### src/rtl/light_dance.sv
// -----------------------------------------------------------------------------
// light_dance
// Serial-in / parallel-load shift register that drives a row of lights.
// A pattern is loaded from pdata and then marches one position toward the
// LSB every clock, with din entering at the MSB. qdata is the register itself,
// so there is no combinational path from any input to the lights.
//
// Optional build macro: LIGHTDANCE_ROTATE_EN
//   Adds the rot input. With load=0 and rot=1 the register rotates right
//   (the LSB wraps to the MSB) and din is ignored. load keeps priority.
// -----------------------------------------------------------------------------
module light_dance #(
    parameter int WIDTH = 8
) (
    input  logic             clk,
    input  logic             arst,
    input  logic             din,
    input  logic             load,
    input  logic [WIDTH-1:0] pdata,
`ifdef LIGHTDANCE_ROTATE_EN
    input  logic             rot,
`endif
    output logic [WIDTH-1:0] qdata
);

    logic [WIDTH-1:0] pattern_q;
    logic [WIDTH-1:0] pattern_d;

    // Next pattern: a parallel load wins, otherwise shift (or rotate) right.
    always_comb begin
        // NOTE: pattern_d gets a value on every path before any branch, so no latch can be inferred.
        pattern_d = {din, pattern_q[WIDTH-1:1]};
        if (load) begin
            pattern_d = pdata;
        end else begin
`ifdef LIGHTDANCE_ROTATE_EN
            if (rot) begin
                pattern_d = {pattern_q[0], pattern_q[WIDTH-1:1]};
            end
`else
            // Plain build: every non-load cycle is a serial shift from din.
            pattern_d = {din, pattern_q[WIDTH-1:1]};
`endif
        end
    end

    // Pattern register; an active-low arst turns every light off immediately.
    always_ff @(posedge clk or negedge arst) begin
        if (!arst) begin
            pattern_q <= '0;
        end else begin
            // NOTE: non-blocking so every flop samples the pre-edge value of its neighbour.
            pattern_q <= pattern_d;
        end
    end

    assign qdata = pattern_q;

endmodule

### config.mk
export PLATFORM = sky130hd
export DESIGN_NAME = light_dance
export DESIGN_NICKNAME = d
export VERILOG_FILES = /design/src/rtl/light_dance.sv
export SDC_FILE = /design/constraint.sdc
export NUM_CORES = 1
export LEC_CHECK = 0
export ABC_CLOCK_PERIOD_IN_PS = 1900
export BUFFER_PORTS_ARGS = -buffer_cell sky130_fd_sc_hd__buf_2
export CAP_MARGIN = 0
export CORE_AREA = 2 2 39 41
export CTS_CLUSTER_SIZE = 14
export DETAILED_ROUTE_END_ITERATION = 8
export DIE_AREA = 0 0 41 43
export HOLD_SLACK_MARGIN = 0.05
export MAX_ROUTING_LAYER = met4
export PLACE_DENSITY_LB_ADDON = 0.12
export RECOVER_POWER = 50
export SYNTH_ARGS = -nofsm -noshare
export SYNTH_HDL_FRONTEND = slang
export SYNTH_SLANG_ARGS = --single-unit
### constraint.sdc
create_clock -name clk -period 1.9 [get_ports clk]
set_input_delay 0.285 -clock clk [delete_from_list [all_inputs] [get_ports clk]]
set_output_delay 0.285 -clock clk [all_outputs]
set_load 0.005 [all_outputs]
==> metrics.csv <==
stage;metric;value;unit
detailed_routing;DR pass1 iterations;1;
sta;Final Slew Violations;0;
clocking;Clock transition at path regs;0.05;ns
global_route;number of global-route vias before repair;245;
clocking;clock latency on the worst-skew pair;0.25;ns
sta;Slew HR;64.8;%
detailed_routing;drt total wl;651;um
clocking;post-CTS sizing;0;
layout;most common cell after layout, fill and taps aside;buf_2;
clocking;Root Buffer;clkbuf_4;
floorplanning;row count;14;
critical_path;Setup crit start kind;flip-flop;
floorplanning;io pins;20;
detailed_routing;DR vias;219;
clocking;clock sink total;8;
floorplanning;Die Area;0.00176;mm^2
detailed_routing;Residual DRC;0;
power_and_ir_drop;Max VDD drop;0.234;mV
global_route;first-pass GRT wire length;952;um
detailed_routing;via density per instance;3.98;
floorplanning;overall die width;41;um
layout;final core area utilization;32.8;%
critical_path;crit path max fanout;2;
sta;achievable frequency;958;MHz
clocking;CTS tree;built;
critical_path;family with the most delay on the worst path;flip-flops;
floorplanning;starting density of the core;24.0;%
flow_run;Max-Cap Viols;0;
detailed_routing;Final ANT Viol Nets;0;
synth;Seq cells post-synth;8;
layout;nets;53;
synth;Post-Synthesis Cells;17;
sta;RSZ-0062 raised after global routing;no;
critical_path;Crit Path Class;reg2out;
sta;transition time of the tightest slew-check pin;0.528;ns
layout;max reg flops;8;
critical_path;Worst Path Required;1.62;ns
synth;Post-Syn Area per Cell;19.5;um^2
clocking;CTS Buf Count;3;
synth;YS warnings;0;
synth;Post-Syn Area;332;um^2
layout;Layout Area Growth over Synthesis;37.0;%
placed_design;PortBufs;19;
critical_path;Critical-path top delay cell;dfrtp_1;
critical_path;slowest stage delay, CP;0.38;ns
clocking;Clock Path Buffers;2;
sta;Final TNS setup;0;ns
layout;share of cells above drive strength 1;64.1;%
detailed_routing;1st-iter DRT viols;0;
global_route;GRT overflow;0;
critical_path;CP arrival;0.76;ns
global_route;initial antenna violation count;0;
sta;final hold vios;0;
critical_path;CP cell instances;buf_2;
outcome;status;completed;
sta;Tcrit/Tclk final;55.0;%
critical_path;CP Capture Type;output pin;
power_and_ir_drop;static leakage;0.234;nW
critical_path;CP bufs+invs;1;
sta;Clock Skew;0.00351;ns
power_and_ir_drop;total power per unit cell area;840;mW/mm^2
layout;ANT cells;0;
synth;Mapped Nets;29;
sta;Setup Viol. Count Final;0;
detailed_routing;wire length per cell;11.8;um
synth;sequential-to-total area share from yosys stat;60.4;%
floorplanning;chip height;43;um
clocking;htree depth;1;
synth;distinct cell type count of the synthesized netlist;3;
floorplanning;core area;0.00138;mm^2
placed_design;routability-driven placement congestion ratio;0.546;
sta;fin crit period;1.04;ns
global_route;GRT Util Overall;9.13;%
global_route;largest net degree at the start of global routing;9;
worst_hold_path;hold crit path type;in2reg;
layout;most frequent cells in the layout;buf_2, dfrtp_1, mux2_4;
path summary, 6_finish.rpt:
path	depth (start not counted)	end	from	slack (ns)
setup / recovery	1	qdata[1]	qdata[1]$_DFF_PN0_	0.86
hold / removal	2	qdata[5]$_DFF_PN0_	pdata[5]	0.26
setup reg to reg	1	qdata[5]$_DFF_PN0_	qdata[6]$_DFF_PN0_	1.13
hold reg to reg	1	qdata[2]$_DFF_PN0_	qdata[3]$_DFF_PN0_	0.49
max in group asynchronous	2	qdata[3]$_DFF_PN0_	arst	1.12
min in group asynchronous	2	qdata[2]$_DFF_PN0_	arst	0.48
kinds of logic after synthesis:
logic type | count (synthesis) | synth area share, %
mux | 8 | 36.2
flops | 8 | 60.4
buf+inv | 1 | 3.40
cell type report:
type	instances	area (um^2)
clock buffers	3	22.5
flip-flops and latches	8	200
fillers	153	930
repair buffers	20	103
multi-input cells	8	109
well taps	16	20.0
synth_stat cells:
cell	instances	area share (%)
buf_6	1	3.4
dfrtp_1	8	60
mux2_4	8	36
routing by layer:
layer / vias up / share of wire, % / GRT usage [%]
li1: 105 / - / -
met2: 13 / 47 / 11.3
met1: 101 / 42 / 10.2
met3: 0 / 10 / 4.71
met5: - / 0 / -
met4: 0 / 0 / 8.00
stage by stage:
stage                     area, um^2  hold slack [ns]  worst slack, ns  std cells  total power [W]
final                            454            0.255            0.856         55         0.000381
after global routing             454            0.250            0.806         55         0.000404
after CTS                        468            0.251            0.836         55         0.000398
after detailed placement         435            0.137            0.915         51         0.000263
after global placement           435            0.133            0.925         51         0.000261
after floorplan                  332          -0.0106             1.07         17         0.000231
repair_timing:
action	in CTS	in global routing
buffers inserted	0	0
hold buffers	1	0
endpoints found under the hold margin	8	0
power breakdown:
group	internal (W)	switching, W
clock network	0.0000722	0.0000558
logic	0.0000377	0.0000218
registers	0.000187	0.00000717
total	0.000297	0.0000848
Power figures use the tool's default switching activity.
